[src/rtl/calc_seq_pkg.sv]
// Shared types for the calc engine sequencer: FSM states, lane geometry, latched job config.
// Widths are fixed here so the config struct can be shared by the top and the bench.
package calc_seq_pkg;

  localparam int ADDR_W  = 32;
  localparam int CNT_W   = 16;
  localparam int SHIFT_W = 3;
  localparam int LANES   = 8;

  typedef enum logic [2:0] {
    IDLE  = 3'd0,
    STEP  = 3'd1,
    DRAIN = 3'd2,
    WRITE = 3'd3,
    FIN   = 3'd4
  } state_e;

  typedef struct packed {
    logic [ADDR_W-1:0] base_a;
    logic [ADDR_W-1:0] base_s;
    logic [ADDR_W-1:0] base_b;
    logic [ADDR_W-1:0] stride_a;
    logic [ADDR_W-1:0] stride_s;
    logic [CNT_W-1:0]  k_steps;
    logic [CNT_W-1:0]  n_tiles;
  } cfg_t;

endpackage

[src/rtl/calc_seq_if.sv]
// Engine-side bundle: step addresses/controls toward the calc engine, result write handshake.
// master = sequencer, slave = engine and result sink.
interface calc_seq_if;
  import calc_seq_pkg::*;

  logic [ADDR_W-1:0]              addr_A;
  logic [ADDR_W-1:0]              addr_S;
  logic [ADDR_W-1:0]              addr_B;
  logic                           eng_start;
  logic                           acc_init;
  logic [LANES-1:0][SHIFT_W-1:0]  shift_amt;
  logic                           wr_en;
  logic                           wr_ready;

  modport master (
    output addr_A, addr_S, addr_B, eng_start, acc_init, shift_amt, wr_en,
    input  wr_ready
  );

  modport slave (
    input  addr_A, addr_S, addr_B, eng_start, acc_init, shift_amt, wr_en,
    output wr_ready
  );
endinterface

[src/rtl/calc_seq_addr_gen.sv]
// A/S/B address registers for the sequencer; updates land one cycle after the control strobe.
// No backpressure of its own: the FSM only strobes step/tile_next when the move is committed.
module calc_seq_addr_gen
  import calc_seq_pkg::*;
(
  input  logic              clk,
  input  logic              rst,
  input  logic              load,
  input  logic              step,
  input  logic              wrap,
  input  logic              tile_next,
  input  logic              chunk_next,
  input  logic [ADDR_W-1:0] base_a,
  input  logic [ADDR_W-1:0] base_s,
  input  logic [ADDR_W-1:0] base_b,
  input  logic [ADDR_W-1:0] stride_a,
  input  logic [ADDR_W-1:0] stride_s,
  output logic [ADDR_W-1:0] addr_a,
  output logic [ADDR_W-1:0] addr_s,
  output logic [ADDR_W-1:0] addr_b
);

  always_ff @(posedge clk) begin
    if (rst) begin
      addr_a <= '0;
      addr_s <= '0;
      addr_b <= '0;
    end else if (load) begin
      addr_a <= base_a;
      addr_s <= base_s;
      addr_b <= base_b;
    end else begin
      if (step) begin
        addr_s <= addr_s + stride_s;
        if (wrap) addr_a <= addr_a + stride_a;
      end
      // A stays contiguous: a partially used chunk is skipped so the next tile starts fresh.
      if (tile_next) begin
        addr_b <= addr_b + ADDR_W'(1);
        addr_s <= base_s;
        if (chunk_next) addr_a <= addr_a + stride_a;
      end
    end
  end

endmodule

[src/rtl/calc_seq_ctrl.sv]
// Job sequencer: first eng_start 1 cycle after start, k_steps+PIPE_LAT+1 cycles per tile; wr_ready low holds WRITE.
// CALC_SEQ_PERF_EN adds saturating busy/stall cycle counters.
module calc_seq_ctrl
  import calc_seq_pkg::*;
#(
  parameter int PLANES   = 8,
  parameter int PIPE_LAT = 3
) (
  input  logic              clk,
  input  logic              rst,
  input  logic              start,
  input  logic [ADDR_W-1:0] cfg_base_a,
  input  logic [ADDR_W-1:0] cfg_base_s,
  input  logic [ADDR_W-1:0] cfg_base_b,
  input  logic [ADDR_W-1:0] cfg_stride_a,
  input  logic [ADDR_W-1:0] cfg_stride_s,
  input  logic [CNT_W-1:0]  cfg_k_steps,
  input  logic [CNT_W-1:0]  cfg_n_tiles,
  calc_seq_if.master        eng,
  output logic              busy,
  output logic              done
`ifdef CALC_SEQ_PERF_EN
  ,
  output logic [31:0]       perf_busy_cyc,
  output logic [31:0]       perf_stall_cyc
`endif
);

  localparam int DRAIN_W = (PIPE_LAT > 1) ? $clog2(PIPE_LAT) : 1;

  state_e               state, state_nxt;
  cfg_t                 cfg_in, cfg_q, cfg_cur;
  logic [CNT_W-1:0]     tile, k;
  logic [SHIFT_W-1:0]   plane;
  logic [DRAIN_W-1:0]   drain;
  logic                 accept, step_en, wr_fire, wrap, last_step, last_tile, zero_job;

  assign cfg_in = '{base_a: cfg_base_a, base_s: cfg_base_s, base_b: cfg_base_b,
                    stride_a: cfg_stride_a, stride_s: cfg_stride_s,
                    k_steps: cfg_k_steps, n_tiles: cfg_n_tiles};
  // In IDLE the live ports feed the load path; afterwards only the latched copy is visible.
  assign cfg_cur = (state == IDLE) ? cfg_in : cfg_q;

  assign accept    = (state == IDLE) && start;
  assign step_en   = (state == STEP);
  assign wr_fire   = (state == WRITE) && eng.wr_ready;
  assign wrap      = (plane == SHIFT_W'(PLANES - 1));
  assign last_step = (k == cfg_cur.k_steps - CNT_W'(1));
  assign last_tile = (tile == cfg_cur.n_tiles - CNT_W'(1));
  assign zero_job  = (cfg_cur.k_steps == '0) || (cfg_cur.n_tiles == '0);

  always_ff @(posedge clk) begin
    if (rst) state <= IDLE;
    else     state <= state_nxt;
  end

  always_comb begin
    state_nxt     = state;
    eng.eng_start = 1'b0;
    eng.acc_init  = 1'b0;
    eng.shift_amt = '0;
    eng.wr_en     = 1'b0;
    busy          = (state != IDLE);
    done          = 1'b0;
    case (state)
      IDLE:  if (start) state_nxt = zero_job ? FIN : STEP;
      STEP: begin
        eng.eng_start = 1'b1;
        eng.acc_init  = (k == '0);
        eng.shift_amt = {LANES{plane}};
        if (last_step) state_nxt = DRAIN;
      end
      DRAIN: if (drain == '0) state_nxt = WRITE;
      WRITE: begin
        eng.wr_en = 1'b1;
        if (eng.wr_ready) state_nxt = last_tile ? FIN : STEP;
      end
      FIN: begin
        done      = 1'b1;
        state_nxt = IDLE;
      end
      default: state_nxt = IDLE;
    endcase
  end

  always_ff @(posedge clk) begin
    if (rst) begin
      cfg_q <= '0;
      tile  <= '0;
      k     <= '0;
      plane <= '0;
      drain <= '0;
    end else begin
      if (accept) begin
        cfg_q <= cfg_in;
        tile  <= '0;
        k     <= '0;
        plane <= '0;
      end
      if (step_en) begin
        k     <= k + CNT_W'(1);
        plane <= wrap ? '0 : plane + SHIFT_W'(1);
        drain <= DRAIN_W'(PIPE_LAT - 1);
      end
      if (state == DRAIN) drain <= drain - DRAIN_W'(1);
      if (wr_fire) begin
        tile  <= tile + CNT_W'(1);
        k     <= '0;
        plane <= '0;
      end
    end
  end

  calc_seq_addr_gen u_addr (
    .clk        (clk),
    .rst        (rst),
    .load       (accept),
    .step       (step_en),
    .wrap       (wrap),
    .tile_next  (wr_fire),
    .chunk_next (plane != '0),
    .base_a     (cfg_cur.base_a),
    .base_s     (cfg_cur.base_s),
    .base_b     (cfg_cur.base_b),
    .stride_a   (cfg_cur.stride_a),
    .stride_s   (cfg_cur.stride_s),
    .addr_a     (eng.addr_A),
    .addr_s     (eng.addr_S),
    .addr_b     (eng.addr_B)
  );

`ifdef CALC_SEQ_PERF_EN
  always_ff @(posedge clk) begin
    if (rst || accept) begin
      perf_busy_cyc  <= '0;
      perf_stall_cyc <= '0;
    end else begin
      if (busy && perf_busy_cyc != '1) perf_busy_cyc <= perf_busy_cyc + 32'd1;
      if (state == WRITE && !eng.wr_ready && perf_stall_cyc != '1)
        perf_stall_cyc <= perf_stall_cyc + 32'd1;
    end
  end
`endif

endmodule
[src/flat_wrapper.sv]
// flat-port wrapper written by rule: the top's interface ports become plain ports
module calc_seq_ctrl_flat import calc_seq_pkg::*;
#(
  parameter int PLANES   = 8,
  parameter int PIPE_LAT = 3
)
  (clk, rst, start, cfg_base_a, cfg_base_s, cfg_base_b, cfg_stride_a, cfg_stride_s, cfg_k_steps, cfg_n_tiles, busy, done, eng_addr_A, eng_addr_S, eng_addr_B, eng_eng_start, eng_acc_init, eng_shift_amt, eng_wr_en, eng_wr_ready);
  calc_seq_if eng_i ();
  input  logic clk;
  input  logic rst;
  input  logic start;
  input  logic [ADDR_W-1:0] cfg_base_a;
  input  logic [ADDR_W-1:0] cfg_base_s;
  input  logic [ADDR_W-1:0] cfg_base_b;
  input  logic [ADDR_W-1:0] cfg_stride_a;
  input  logic [ADDR_W-1:0] cfg_stride_s;
  input  logic [CNT_W-1:0] cfg_k_steps;
  input  logic [CNT_W-1:0] cfg_n_tiles;
  output logic busy;
  output logic done;
  output wire logic [$bits(eng_i.addr_A)-1:0] eng_addr_A;
  output wire logic [$bits(eng_i.addr_S)-1:0] eng_addr_S;
  output wire logic [$bits(eng_i.addr_B)-1:0] eng_addr_B;
  output wire logic [$bits(eng_i.eng_start)-1:0] eng_eng_start;
  output wire logic [$bits(eng_i.acc_init)-1:0] eng_acc_init;
  output wire logic [$bits(eng_i.shift_amt)-1:0] eng_shift_amt;
  output wire logic [$bits(eng_i.wr_en)-1:0] eng_wr_en;
  input wire logic [$bits(eng_i.wr_ready)-1:0] eng_wr_ready;
  assign eng_addr_A = eng_i.addr_A;
  assign eng_addr_S = eng_i.addr_S;
  assign eng_addr_B = eng_i.addr_B;
  assign eng_eng_start = eng_i.eng_start;
  assign eng_acc_init = eng_i.acc_init;
  assign eng_shift_amt = eng_i.shift_amt;
  assign eng_wr_en = eng_i.wr_en;
  assign eng_i.wr_ready = eng_wr_ready;
  calc_seq_ctrl #(.PLANES(PLANES), .PIPE_LAT(PIPE_LAT)) u_core (.clk(clk), .rst(rst), .start(start), .cfg_base_a(cfg_base_a), .cfg_base_s(cfg_base_s), .cfg_base_b(cfg_base_b), .cfg_stride_a(cfg_stride_a), .cfg_stride_s(cfg_stride_s), .cfg_k_steps(cfg_k_steps), .cfg_n_tiles(cfg_n_tiles), .eng(eng_i), .busy(busy), .done(done));
endmodule
[config.mk]
export PLATFORM = sky130hd
export DESIGN_NAME = calc_seq_ctrl_flat
export DESIGN_NICKNAME = d
export VERILOG_FILES = /design/src/rtl/calc_seq_pkg.sv /design/src/rtl/calc_seq_if.sv /design/src/rtl/calc_seq_addr_gen.sv /design/src/rtl/calc_seq_ctrl.sv /design/src/flat_wrapper.sv
export SDC_FILE = /design/constraint.sdc
export NUM_CORES = 1
export LEC_CHECK = 0
export CORE_MARGIN = 5
export CORE_UTILIZATION = 45
export DETAILED_ROUTE_END_ITERATION = 7
export PLACE_DENSITY_LB_ADDON = 0.08
export SLEW_MARGIN = 0
export SYNTH_ARGS = -nofsm -noshare
export SYNTH_HDL_FRONTEND = slang
export SYNTH_SLANG_ARGS = --single-unit
[constraint.sdc]
create_clock -name clk -period 6.89 [get_ports clk]
set_clock_uncertainty 0.15 [all_clocks]
set_input_delay 1.378 -clock clk [delete_from_list [all_inputs] [get_ports clk]]
set_output_delay 1.378 -clock clk [all_outputs]
set_load 0.01 [all_outputs]
==> results.toml <==
[synthesis]
yosysUniqueCellTypes = 81
syn_avg_cell_area_um2 = 7.17
syn_nets = 2598
synth_commonest_cells = "nand2_1, dfxtp_1, a21oi_1"
synthDominantCellAreaShare_pct = 31.7
yosys_warnings = 0
ys.flop_type = "dfxtp_1"
synth_xor_area_share_pct = 6.06
synth_top_area_cell = "dfxtp_1"
synth_fa_ha_area_share_pct = 5.64
synth_edf_count = 0
synth.area.mux_share_pct = 3.28
ys_ff_latch = 264
synth_top_cells_by_area = "dfxtp_1, nand2_1, a21oi_1"
synth_top_family_by_area = "simple AND/OR/NAND/NOR gates"
synth_most_common_cell = "nand2_1"
synthArstFlopShare_pct = 0
synth_compound_area_share_pct = 20.8
synth_area_mm2 = 0.0167
synth_simple_gate_area_share_pct = 27.4
synth-seq-area-share_pct = 31.7
syn_inst = 2328

[sta]
fmax_ghz = 0.192
final-setup-viol-count = 0
final_min_period_over_clock_period_pct = 75.4
hold_ws_ps = 303
min_period_ps = 5200
maxSlewHeadroom_pct = 37.4
worst_pin_slew_ps = 940
rsz0062_at_grt = "no"
finalWorstSetupSlack_ps = 1690
slew_viol_final = 0
tns_ps = 0
final_hold_viol_count = 0

[routing]
wl_um = 53600
vias = 17100
antenna_left = 0
drcViolationCount = 0
vias_per_cell = 5.63
first_pass_iters = 5
drtIter0Drc = 1162
avgRoutedWirePerCell_um = 17.7

[finish]
fin_nets = 2807
final_layout_size_suffix_gt1_share_pct = 3.87
final_area_mm2 = 0.0210
syn_to_final_growth_pct = 26.0
antennaDiodeCount = 0
post-route-util_pct = 57.5

[critical_path]
ff2ff_setup_slack_ps = 1690
endpoint_kind = "register"
reg2reg_depth = 15
cp.arrival_ps = 5470
startpoint_type = "register"
path_class = "reg2reg"
reg2reg_to = "u_core.u_addr.addr_s[24]"
crit_required_ps = 7170
cp_max_fo = 44
rr_startpoint = "u_core.state[0]"

[power]
p_per_area_mw_per_mm2 = 411
vdd_ir_drop_max_v = 0.000314
leakagePower_nw = 8.37

[clock_network]
cts_buffers = 34
cts_sinks = 264
holdBufCountCts = 0
cts_root_buffer = "clkbuf_16"
clk_pin_slew_ps = 60
cts_buffer_depth = 3
cts_setup_buffers = 0
cts_resized = 0
htreeDepth = 2
insertion_delay_ps = 530
cts_tree = "yes"

[die]
initial_core_util_pct = 45.6
core_mm2 = 0.0366
die-area_mm2 = 0.0410
num_rows = 70
pin_count = 321
die-width_um = 203
die_y_um = 203

[grt]
grt_antenna_before_repair = 2
grt_pass1_vias = 16500
overflow = 0
grtUsageTotal_pct = 24.8
grt_pass1_wl_um = 85500
grt_max_degree = 122

[run_status]
status = "finished clean"

[min_path]
hold_end = "u_core.cfg_q[90]"
worstHoldStart = "u_core.cfg_q[90]"
whs_path_depth = 2
worstHoldPathType = "reg2reg"

[placed_design]
dp_hpwl_um = 37700
place_area_mm2 = 0.0199
io_buffers = 320
place_congestion = 0.903
place_ws_ps = 1840

[flow_run]
cap_violations = 0
## layer usage
metal / part of all wire (%) / track usage (%) / vias to the layer above
li1: - / - / 8496
met1: 44 / 32.3 / 7983
met2: 47 / 42.3 / 496
met3: 7.1 / 5.62 / 75
met4: 1.8 / 5.77 / 4
met5: 0.037 / 0 / -
## through the flow
step | std cells | total power [mW]
CTS | 3027 | 8.67
detailed placement | 2969 | 6.81
global route | 3027 | 9.29
global placement | 2969 | 6.73
floorplan | 2328 | 5.40
finish | 3027 | 8.64
## how the worst max path moves through the flow
stage               slack, ps  cells past startpoint            start                       end
global route             1310                     15  u_core.state[0]  u_core.u_addr.addr_s[28]
floorplan                2180                     20  u_core.state[1]  u_core.u_addr.addr_s[24]
detailed placement       1840                     14  cfg_stride_s[0]  u_core.u_addr.addr_s[28]
global placement         1870                     14  cfg_stride_s[0]  u_core.u_addr.addr_s[28]
CTS                      1750                     15  u_core.state[0]  u_core.u_addr.addr_s[24]
finish                   1690                     15  u_core.state[0]  u_core.u_addr.addr_s[24]
## cells by family (layout without fill, tap and decap cells)
family,Yosys count,in the layout
simple gates,1055,1055
compound gates,571,571
xor+xnor,112,112
mux,53,53
buf+inv,199,430
fa+ha+maj,74,74
flops,264,264
## sequential cells by signal, summed over array words and instances, names as in the netlist
name,flops
u_core.drain,2
u_core.u_addr.addr_s,32
u_core.plane,3
u_core.u_addr.addr_b,32
u_core.state,3
u_core.tile,16
u_core.cfg_q,128
u_core.u_addr.addr_a,32
u_core.k,16
## power by group
group          total [mW]  leakage, nW  switching, mW  internal (mW)
Clock                1.82        0.552          0.688           1.13
Combinational        4.65         5.66           2.73           1.92
Sequential           2.17         2.16          0.310           1.86
Total                8.64         8.37           3.73           4.91
## final cells by class
cell class	count	area (um^2)
clock buffers	52	1020
repair buffers	337	3340
clock inverters	6	105
fillers	3492	15600
flip-flops and latches	264	5290
well taps	468	586
inverters	35	133
multi-input cells	1865	10600
## critical path, stage by stage (launching register included)
cell,delay [ps]
dfxtp_1,490
nor3_4,350
clkinv_2,490
buf_4,520
nand2_1,140
nand2_1,70
ha_1,330
a211oi_1,250
nor2_1,100
o41ai_1,410
a21boi_0,320
o21ai_0,440
o21ai_0,210
o21ai_0,210
mux2_2,350
a211oi_1,230
## placed cells by master (no fill, tap or decap), types with 15 or more instances in the layout
master           count
and3_1              23
a21oi_1            263
a21o_1              21
o21ai_0             86
o22ai_1             15
or3_1               16
nand4_1             18
nor3_1              64
a311oi_1            17
clkdlybuf4s50_1    319
ha_1                72
dfxtp_1            264
nor2_1             134
clkbuf_16           37
a31oi_1             17
o21a_1              18
o211ai_1            28
nand2_1            651
xnor2_1             68
inv_1               34
mux2i_1             40
buf_4               16
nand3_1             58
xor2_1              41
a211oi_1            31
Note: power is estimated with default switching activity, not from simulation.
